--- src/rtl/dmem_pkg.sv ---
// dmem_pkg: shared encodings for data_memory_ls.
// Holds the access-size codes, the INIT/RUN state enum and a helper that
// maps a size code to the number of bytes it touches (0 for the illegal code).
package dmem_pkg;

  localparam logic [1:0] SZ_BYTE = 2'b00;
  localparam logic [1:0] SZ_HALF = 2'b01;
  localparam logic [1:0] SZ_WORD = 2'b10;
  localparam logic [1:0] SZ_ILL  = 2'b11;

  typedef enum logic [0:0] {
    ST_INIT = 1'b0,
    ST_RUN  = 1'b1
  } state_e;

  function automatic logic [2:0] access_bytes(input logic [1:0] size);
    logic [2:0] n;
    case (size)
      SZ_BYTE: n = 3'd1;
      SZ_HALF: n = 3'd2;
      SZ_WORD: n = 3'd4;
      default: n = 3'd0;
    endcase
    return n;
  endfunction

endpackage

--- src/rtl/dmem_lane_align.sv ---
// dmem_lane_align: combinational byte-lane steering for data_memory_ls.
// Ports: size_i/signed_i/addr_i/wdata_i describe the request, rword_i is the
//   32-bit word holding the addressed bytes; err_o flags illegal size,
//   misalignment or out-of-range, rdata_o is the extended load value (0 on
//   error), be_o/wword_o are the per-byte write enables (0 on error) and the
//   lane-replicated store data.
module dmem_lane_align
  import dmem_pkg::*;
#(
  parameter int MEM_BYTES = 32,
  parameter int ADDR_W    = 32
) (
  input  logic [1:0]        size_i,
  input  logic              signed_i,
  input  logic [ADDR_W-1:0] addr_i,
  input  logic [31:0]       wdata_i,
  input  logic [31:0]       rword_i,
  output logic              err_o,
  output logic [31:0]       rdata_o,
  output logic [3:0]        be_o,
  output logic [31:0]       wword_o
);

  logic [1:0]      ofs;
  logic [ADDR_W:0] end_addr;
  logic            misalign;
  logic            range_err;
  logic [7:0]      b;
  logic [15:0]     h;

  assign ofs = addr_i[1:0];

  // One extra bit keeps addresses near the top of the address space from
  // wrapping back into the array.
  assign end_addr  = {1'b0, addr_i} + {{(ADDR_W-2){1'b0}}, access_bytes(size_i)};
  assign range_err = end_addr > (ADDR_W+1)'(MEM_BYTES);

  always_comb begin
    misalign = 1'b0;
    case (size_i)
      SZ_HALF: misalign = ofs[0];
      SZ_WORD: misalign = |ofs;
      default: misalign = 1'b0;
    endcase
  end

  assign err_o = (size_i == SZ_ILL) | misalign | range_err;

  // Aligned accesses never straddle a word, so lanes come from one word.
  assign b = rword_i[{ofs, 3'b000} +: 8];
  assign h = ofs[1] ? rword_i[31:16] : rword_i[15:0];

  always_comb begin
    rdata_o = 32'h0;
    if (!err_o) begin
      case (size_i)
        SZ_BYTE: rdata_o = {{24{b[7] & signed_i}}, b};
        SZ_HALF: rdata_o = {{16{h[15] & signed_i}}, h};
        default: rdata_o = rword_i;
      endcase
    end
  end

  always_comb begin
    be_o    = 4'b0000;
    wword_o = wdata_i;
    case (size_i)
      SZ_BYTE: begin
        be_o    = 4'b0001 << ofs;
        wword_o = {4{wdata_i[7:0]}};
      end
      SZ_HALF: begin
        be_o    = ofs[1] ? 4'b1100 : 4'b0011;
        wword_o = {2{wdata_i[15:0]}};
      end
      SZ_WORD: be_o = 4'b1111;
      default: be_o = 4'b0000;
    endcase
    if (err_o) be_o = 4'b0000;
  end

endmodule

--- src/rtl/data_memory_ls.sv ---
// data_memory_ls: byte-addressable single-port data memory with byte/half/word
//   load/store, sign/zero extension, error detection and a READ_LATENCY-deep
//   response pipeline (one response per accepted request, in order, no backpressure).
// Ports: clk/rst (async active-high); req_* request channel with req_ready;
//   rsp_valid/rsp_rdata/rsp_err response channel.
// Build option: define DMEM_INIT_CLEAR_EN to zero the array after every reset
//   (MEM_BYTES/4 cycles with req_ready low); otherwise ready after one edge.
module data_memory_ls
  import dmem_pkg::*;
#(
  parameter int MEM_BYTES    = 32,
  parameter int ADDR_W       = 32,
  parameter int READ_LATENCY = 1    // legal 1..4
) (
  input  logic              clk,
  input  logic              rst,
  input  logic              req_valid,
  output logic              req_ready,
  input  logic              req_write,
  input  logic [1:0]        req_size,
  input  logic              req_signed,
  input  logic [ADDR_W-1:0] req_addr,
  input  logic [31:0]       req_wdata,
  output logic              rsp_valid,
  output logic [31:0]       rsp_rdata,
  output logic              rsp_err
);

  localparam int WORDS = MEM_BYTES / 4;
  localparam int IDX_W = (WORDS > 1) ? $clog2(WORDS) : 1;

  logic [31:0] mem_q [WORDS];

  state_e state_q, state_d;

  logic             accept;
  logic             wr_en;
  logic [IDX_W-1:0] word_idx;
  logic [31:0]      rword;
  logic [31:0]      ld_data;
  logic [31:0]      st_word;
  logic [3:0]       st_be;
  logic             acc_err;

  logic [READ_LATENCY-1:0] vld_q;
  logic [READ_LATENCY-1:0] err_q;
  logic [31:0]             dat_q [READ_LATENCY];

  assign word_idx = req_addr[IDX_W+1:2];
  // Out-of-range indices only arise on errored requests; read 0 for them.
  assign rword    = (int'(word_idx) < WORDS) ? mem_q[word_idx] : 32'h0;

  dmem_lane_align #(
    .MEM_BYTES (MEM_BYTES),
    .ADDR_W    (ADDR_W)
  ) u_align (
    .size_i   (req_size),
    .signed_i (req_signed),
    .addr_i   (req_addr),
    .wdata_i  (req_wdata),
    .rword_i  (rword),
    .err_o    (acc_err),
    .rdata_o  (ld_data),
    .be_o     (st_be),
    .wword_o  (st_word)
  );

  assign accept = req_valid & req_ready;
  assign wr_en  = accept & req_write;

  // ---------------------------------------------------------------- FSM
  always_ff @(posedge clk or posedge rst) begin
    if (rst) state_q <= ST_INIT;
    else     state_q <= state_d;
  end

`ifdef DMEM_INIT_CLEAR_EN
  logic             clr_en;
  logic             clr_last;
  logic [IDX_W-1:0] clr_cnt_q, clr_cnt_d;

  assign clr_last = (int'(clr_cnt_q) == WORDS - 1);

  always_ff @(posedge clk or posedge rst) begin
    if (rst) clr_cnt_q <= '0;
    else     clr_cnt_q <= clr_cnt_d;
  end

  always_comb begin
    clr_cnt_d = clr_cnt_q;
    if (clr_en) clr_cnt_d = clr_last ? '0 : clr_cnt_q + 1'b1;
  end

  always_comb begin
    state_d = state_q;
    case (state_q)
      ST_INIT: if (clr_last) state_d = ST_RUN;
      default: state_d = ST_RUN;
    endcase
  end

  always_comb begin
    req_ready = (state_q == ST_RUN);
    clr_en    = (state_q == ST_INIT);
  end

  // Sweep writes take priority; requests cannot arrive during INIT anyway.
  always_ff @(posedge clk) begin
    if (clr_en) begin
      mem_q[clr_cnt_q] <= 32'h0;
    end else if (wr_en) begin
      for (int l = 0; l < 4; l++) begin
        if (st_be[l]) mem_q[word_idx][8*l +: 8] <= st_word[8*l +: 8];
      end
    end
  end
`else
  // Without the sweep, INIT only holds req_ready low for the first edge
  // after reset release.
  always_comb begin
    state_d = state_q;
    case (state_q)
      ST_INIT: state_d = ST_RUN;
      default: state_d = ST_RUN;
    endcase
  end

  always_comb begin
    req_ready = (state_q == ST_RUN);
  end

  always_ff @(posedge clk) begin
    if (wr_en) begin
      for (int l = 0; l < 4; l++) begin
        if (st_be[l]) mem_q[word_idx][8*l +: 8] <= st_word[8*l +: 8];
      end
    end
  end
`endif

  // ---------------------------------------------------- response pipeline
  // Stores and errored loads carry zero data so rsp_rdata is 0 for them.
  always_ff @(posedge clk or posedge rst) begin
    if (rst) begin
      vld_q <= '0;
      err_q <= '0;
      for (int i = 0; i < READ_LATENCY; i++) dat_q[i] <= 32'h0;
    end else begin
      vld_q[0] <= accept;
      err_q[0] <= accept & acc_err;
      dat_q[0] <= (accept && !req_write) ? ld_data : 32'h0;
      for (int i = 1; i < READ_LATENCY; i++) begin
        vld_q[i] <= vld_q[i-1];
        err_q[i] <= err_q[i-1];
        dat_q[i] <= dat_q[i-1];
      end
    end
  end

  assign rsp_valid = vld_q[READ_LATENCY-1];
  assign rsp_err   = err_q[READ_LATENCY-1];
  assign rsp_rdata = dat_q[READ_LATENCY-1];

endmodule

--- config.mk ---
export PLATFORM = sky130hd
export DESIGN_NAME = data_memory_ls
export DESIGN_NICKNAME = d
export VERILOG_FILES = /design/src/rtl/dmem_pkg.sv /design/src/rtl/dmem_lane_align.sv /design/src/rtl/data_memory_ls.sv
export SDC_FILE = /design/constraint.sdc
export NUM_CORES = 1
export LEC_CHECK = 0
export BUFFER_PORTS_ARGS = -buffer_cell sky130_fd_sc_hd__buf_2
export CAP_MARGIN = 20
export CORE_UTILIZATION = 29
export CTS_CLUSTER_DIAMETER = 40
export DETAILED_ROUTE_END_ITERATION = 12
export SLEW_MARGIN = 20
export SYNTH_ARGS = -nofsm -noshare
export SYNTH_HDL_FRONTEND = slang
export SYNTH_SLANG_ARGS = --single-unit
--- constraint.sdc ---
create_clock -name clk -period 2.3 [get_ports clk]
set_input_delay 0.115 -clock clk [delete_from_list [all_inputs] [get_ports clk]]
set_output_delay 0.115 -clock clk [all_outputs]
set_load 0.02 [all_outputs]
==> flow_summary_export.csv, run 1 <==
group,metric,value,unit
sta,setup_viol,289,
power,power.density,702,mW/mm^2
sta,layout_worst_path_cycle_share,133,%
floorplan,die_y,209,um
drt,ant_nets,0,
sta,fin_ws,-0.764,ns
global_routing,grt_antenna_before_repair,7,
global_routing,grt.total_usage,18.5,%
drt,first_pass_iters,5,
clock_tree,h-tree-depth,2,
critical_path,endpoint_kind,"register",
synthesis,yosysWarningCount,0,
hold_path,worstHoldPathType,"input pin to register",
power,ir_drop,0.000417,V
cells_and_area,postLayoutCoreUtil,42.2,%
flow_run,drv_cap,0,
clock_tree,clock_sinks,291,
sta,rsz0062_at_grt,"yes",
floorplan,io_pins,106,
place,io_buffers,105,
synthesis,ys_ff_latch,291,
global_routing,grt_pass1_vias,9286,
clock_tree,root_buffer,"clkbuf_16",
place,dp_cells,1643,
global_routing,gr-total-overflow,0,
critical_path,cp_common_cell,"buf_6",
clock_tree,cts_tree,"yes",
clock_tree,insertion_delay,0.52,ns
floorplan,die_area,0.0435,sq mm
sta,period_needed,3.06,ns
synthesis,synth-edff-count,256,
cells_and_area,layoutNonFillerInstCount,1744,
sta,maxSlewHeadroom,64.0,%
cells_and_area,fillerInstances,3767,
sta,holdWs,-0.00731,ns
sta,finalMaxSlewViolations,0,
clock_tree,cts_buffers,37,
sta,fin_skew,0.0123,ns
floorplan,rows,75,
synthesis,avgSynthCellArea,14.4,sq um
synthesis,synthArstFlopShare,12.0,%
floorplan,fp.dieW,209,um
power,power,12.5,mW
sta,timing.fmax,0.326,GHz
global_routing,grt_max_degree,36,
critical_path,reg2reg_depth,8,
drt,totalWireLength,40300,um
status,status,"complete, but fails checks",
drt,vias_per_cell,5.34,
drt,drcViolationCount,0,
cells_and_area,finalNetCount,1257,
synthesis,synth_cell_type_count,61,
floorplan,start_util,29.4,%
critical_path,crit_fanout,8,
synthesis,synth-seq-area-share,69.2,%
cells_and_area,areaGrowthSynthToFinish,43.5,%
clock_tree,clkTransAtPathRegs,0.06,ns
synthesis,syn-num-nets,939,
place,hpwlAfterDp,28900,um
power,power_leakage,6.86,nW
drt,drt_iter0_markers,1117,
synthesis,synth_flop_cell,"edfxtp_1",
place,gp_congestion,0.936,
floorplan,core_area,0.0420,sq mm
clock_tree,cts_buffer_depth,3,
critical_path,cp.required,2.52,ns
synthesis,post_synth_inst_count,859,
drt,post_drt_wl_per_cell,23.1,um
critical_path,path_class,"input pin to register",
drt,num_vias,9314,
sta,hold_viol,6,
critical_path,critPathMaxStageDelay,0.64,ns
critical_path,cp_slowest_cell,"or4b_4",
status,violations,"negative hold slack, negative setup slack",
critical_path,startpoint_type,"input pin",
sta,worst_pin_slew,0.540,ns
synthesis,synthesis.area,0.0124,sq mm
critical_path,crit_chain,"buf_4 > buf_6 > ha_4 > xor2_2 > ha_2 > a211oi_4 > nor4_2 > mux2_2 > o21ai_2 > o311ai_2 > or4b_4 > buf_12 > nor4_4 > buf_6",
critical_path,arrival,3.29,ns
sta,setup_tns,-187.52,ns
hold_path,hold_depth,1,
cells_and_area,drive_gt1_share,42.6,%
global_routing,grt_pass1_wl,60200,um
==> synth_stat cells (2+ instances only) <==
library cell  count  area, sq um
a31oi_1           8         50.1
a211oi_1         10         75.1
edfxtp_1        256         7690
nor3_1           32          160
o21a_1            3         22.5
and4_1            4         35.0
mux4_2            6          135
dfrtp_1          35          876
o2111ai_1         2         17.5
nand4_1          18          113
a2111oi_0         3         26.3
a311oi_1          3         26.3
a22oi_1          78          586
nand2b_1          5         31.3
and3_1            9         56.3
a22o_1           31          272
buf_6             5         56.3
mux2i_1          11          110
nor4b_2           5         75.1
a21oi_1          33          165
a21o_1            2         15.0
nor4b_1           4         35.0
inv_1             9         33.8
or4_1             4         30.0
a221oi_1         29          254
nor3b_1           5         37.5
clkbuf_1         44          165
or2_2             6         37.5
o21ai_0           8         40.0
buf_2             5         25.0
xor2_1            4         35.0
nor2b_1           2         12.5
and3b_1           6         52.6
ha_1              9          113
xnor2_1           4         35.0
buf_1             5         18.8
nand3_1          28          140
nor2_1           21         78.8
nand2_1          52          195
mux2_2            9          101
nor4_1           26          163
==> placed cells by master, fill, tap and decap left out, types with 9 or more instances in the layout <==
cell           instances
dlygate4sd3_1          9
nor4_4                24
nand3_1               27
nor2_1                18
nor3_4                19
clkbuf_16             39
edfxtp_1             256
nand4_1               18
and3_1                 9
a221oi_1              29
mux2i_1               11
a22oi_1               78
a22o_1                31
mux2_2                 9
nand2_1               51
a21oi_1               32
buf_4                161
dfrtp_1               35
buf_12                16
buf_6                 40
buf_2                103
==> flip-flops by register name (all words and copies together) (netlist names) <==
register,count
rsp_rdata,32
rsp_valid,1
mem_q,256
rsp_err,1
req_ready,1
==> per-stage QoR <==
stage	area [sq um]	worst slack [ns]
CTS	17400	-0.720
floorplan	12800	-1.23
global route	17800	-0.858
finish	17800	-0.764
global placement	15400	-1.45
detailed placement	15400	-1.56
==> layout make-up <==
class	count	area [sq um]	area share, %
inverter	9	40.0	0.226
clock buffer	44	997	5.62
antenna	1	2.50	0.0141
tap	539	674	3.80
sequential	291	8560	48.2
clock inverter	22	181	1.02
timing repair buffer	338	2810	15.8
multi-input combinational	500	4490	25.3
==> power by group <==
group	switching (mW)	internal, mW	leakage [nW]	total, mW
Clock	2.28	3.18	0.581	5.46
Sequential	0.000940	5.79	2.79	5.80
Combinational	0.739	0.462	3.49	1.20
==> worst paths after layout <==
| path | endpoint | start | slack [ns] |
|---|---|---|---|
| max in group asynchronous | rsp_valid | rst | 1.77 |
| setup reg to reg | rsp_rdata[14] | mem_q[5][31] | -0.04 |
| hold reg to reg | rsp_valid | req_ready | 0.62 |
| hold / removal | mem_q[3][2] | req_wdata[2] | -0.007 |
| min in group asynchronous | rsp_rdata[22] | rst | 0.23 |
| setup / recovery | mem_q[4][24] | req_size[0] | -0.76 |
==> cells by family after synthesis <==
logic type | Yosys count | share of synthesized area, %
flops | 291 | 69.2
buf+inv | 68 | 2.42
other cells | 1 | 0.0303
xor+xnor | 8 | 0.566
mux | 27 | 2.92
fa+ha+maj | 9 | 0.910
simple gates | 233 | 10.5
compound gates | 222 | 13.4
==> worst max-delay path: cells and delay by family <==
family	cells	cell delay [ns]
adders and majority gates	2	0.40
muxes	1	0.38
xor gates and xnor gates	1	0.15
AOI/OAI and AO/OA	3	0.29
and+or+nand+nor	3	1.26
buffers and inverters	4	0.67
==> metal layers <==
| layer | global-route usage [%] | wire [um] | part of all wire [%] |
|---|---|---|---|
| met2 | 30.0 | 19000 | 47 |
| met4 | 3.98 | 813 | 2.0 |
| met5 | 0 | 71 | 0.18 |
| met1 | 25.2 | 17100 | 42 |
| met3 | 4.15 | 3360 | 8.3 |
==> repair_timing <==
item / 4_1_cts / 5_1_grt
hold buffers: 9 / 0
resized for setup: 107 / 51
pin swaps: 44 / 22
endpoints found under the setup margin: 289 / 289
buffers inserted: 10 / 13
endpoints found under the hold margin: 80 / 0
gates cloned: 5 / 1
No activity file was read; power rests on OpenSTA's default activity.
==> run 2: changes to the inputs <==
Settings changed: CAP_MARGIN 20 to not set, CORE_ASPECT_RATIO set to 0.6, CTS_CLUSTER_DIAMETER 40 to 150.
==> flow_summary_export.csv, run 2 (synthesis gave the netlist of run 1 again) <==
group,metric,value,unit
sta,finalMaxSlewViolations,0,
clock_tree,root_buffer,"clkbuf_16",
drt,post_drt_wl_per_cell,25.5,um
drt,vias_per_cell,5.47,
clock_tree,clock_sinks,291,
hold_path,hold_end,"mem_q[3][25]",
floorplan,die_area,0.0435,sq mm
floorplan,start_util,29.5,%
floorplan,fp.dieW,269,um
sta,worst_pin_slew,0.633,ns
cells_and_area,antenna_cells,0,
critical_path,reg2reg_depth,4,
sta,rsz0062_at_grt,"yes",
sta,layout_worst_path_cycle_share,136,%
clock_tree,clkTransAtPathRegs,0.07,ns
cells_and_area,finalNetCount,1253,
place,gp_congestion,0.991,
power,p_int,8.39,mW
power,swShare,24.5,%
hold_path,hp-start,"req_wdata[25]",
place,dp_cells,1689,
sta,maxSlewHeadroom,57.7,%
power,power.density,646,mW/mm^2
clock_tree,h-tree-depth,1,
power,p_seq_share,52.0,%
critical_path,crit_fanout,8,
status,status,"complete, but fails checks",
sta,fin_ws,-0.826,ns
clock_tree,insertion_delay,0.54,ns
global_routing,grt.total_usage,20.3,%
cells_and_area,final_common_cell,"edfxtp_1",
drt,first_pass_iters,6,
clock_tree,cts_tree,"yes",
drt,num_vias,9635,
global_routing,gr-total-overflow,0,
power,ir_drop,0.000458,V
sta,hold_viol,0,
critical_path,reg2reg_from,"req_ready",
drt,drcViolationCount,0,
critical_path,arrival,3.37,ns
critical_path,r2r-end,"mem_q[0][9]",
cells_and_area,largest_reg_flops,256,
critical_path,endpoint_kind,"register",
floorplan,io_pins,106,
power,pwr-share-clk,36.2,%
sta,fin_skew,0.00985,ns
critical_path,ff2ff_setup_slack,0.02,ns
global_routing,grt_pass1_vias,9187,
flow_run,drv_cap,0,
drt,drt_iter0_markers,1383,
global_routing,grt_antenna_before_repair,2,
cells_and_area,areaGrowthSynthToFinish,39.3,%
place,dpl_cell_area,0.0156,sq mm
drt,totalWireLength,44900,um
power,power_leakage,6.48,nW
cells_and_area,fin_area,0.0172,sq mm
place,hpwlAfterDp,32100,um
cells_and_area,mostFrequentLayoutCells,"edfxtp_1, buf_4, buf_2, a22oi_1, nand2_1",
clock_tree,cts_buffers,24,
power,netSwitchingPower,2.73,mW
drt,ant_nets,0,
sta,setup_viol,289,
place,dp_slack,-1.51,ns
sta,period_needed,3.13,ns
status,violations,"negative setup slack",
floorplan,core_area,0.0419,sq mm
critical_path,path_class,"input pin to register",
power,comb_power_share,11.8,%
critical_path,cp.required,2.54,ns
floorplan,die_y,162,um
floorplan,rows,58,
cells_and_area,drive_gt1_share,40.8,%
global_routing,grt_pass1_wl,63500,um
cells_and_area,postLayoutCoreUtil,41.1,%
global_routing,grt_max_degree,36,
clock_tree,cts_buffer_depth,3,
place,io_buffers,105,
hold_path,hold_depth,4,
critical_path,startpoint_type,"input pin",
sta,timing.fmax,0.320,GHz
hold_path,worstHoldPathType,"input pin to register",
cells_and_area,largest_register,"mem_q",
cells_and_area,layoutNonFillerInstCount,1761,
## run 2: metal layers
layer,GRT usage (%),wire [um],vias to the layer above
li1,-,-,4141
met1,30.5,19800,4779
met2,26.5,17300,677
met3,9.69,7320,38
met4,2.56,514,0
met5,0,0,-
## run 2: power groups by stage
| stage | combinational (mW) | clock [mW] | sequential (mW) |
|---|---|---|---|
| after floorplan | 0.493 | 0 | 5.91 |
| after global placement | 1.19 | 0 | 5.90 |
| after detailed placement | 1.20 | 0 | 5.90 |
| after CTS | 1.24 | 4.05 | 5.79 |
| after global routing | 1.37 | 4.27 | 5.79 |
| final | 1.31 | 4.02 | 5.79 |
## run 2: what timing repair did
item	4_1_cts	5_1_grt
hold endpoints to repair	85	8
hold buffers	8	1
resized for setup	50	52
pin swaps	15	29
gates cloned	3	3
setup buffers	5	9
setup endpoints to repair	289	289
## run 2: through the flow
stage,TNS (ns),hold slack [ns],power (mW)
floorplan,-289.26,0.214,6.40
detailed placement,-400.42,0.230,7.11
finish,-197.80,0.0221,11.1
global placement,-378.00,0.209,7.10
CTS,-190.58,0.00168,11.1
global route,-226.67,0.0138,11.4
## run 2: area by class of cell
class | count | area (sq um)
inverters | 9 | 40.0
clock buffers | 32 | 683
well taps | 570 | 713
clock inverters | 12 | 68.8
fillers | 3875 | 24700
multi-input cells | 500 | 4290
repair buffers | 347 | 2870
flip-flops and latches | 291 | 8560
## run 2: how the worst max path moves through the flow
stage / from / endpoint
global placement: req_size[1] / mem_q[5][27]
detailed placement: req_size[1] / mem_q[1][3]
global route: req_size[1] / mem_q[4][19]
CTS: req_size[1] / mem_q[0][7]
floorplan: req_size[1] / mem_q[7][24]
finish: req_size[1] / mem_q[4][16]
## run 2: worst max-delay path: stages
cell       delay, ns
buf_8           0.10
buf_6           0.11
ha_4            0.16
ha_4            0.22
and2_4          0.15
a221o_1         0.33
mux2_4          0.32
o32ai_4         0.27
o2111ai_2       0.16
or4b_4          0.60
buf_12          0.18
buf_16          0.17
buf_6           0.13
nor4_4          0.14
buf_6           0.19
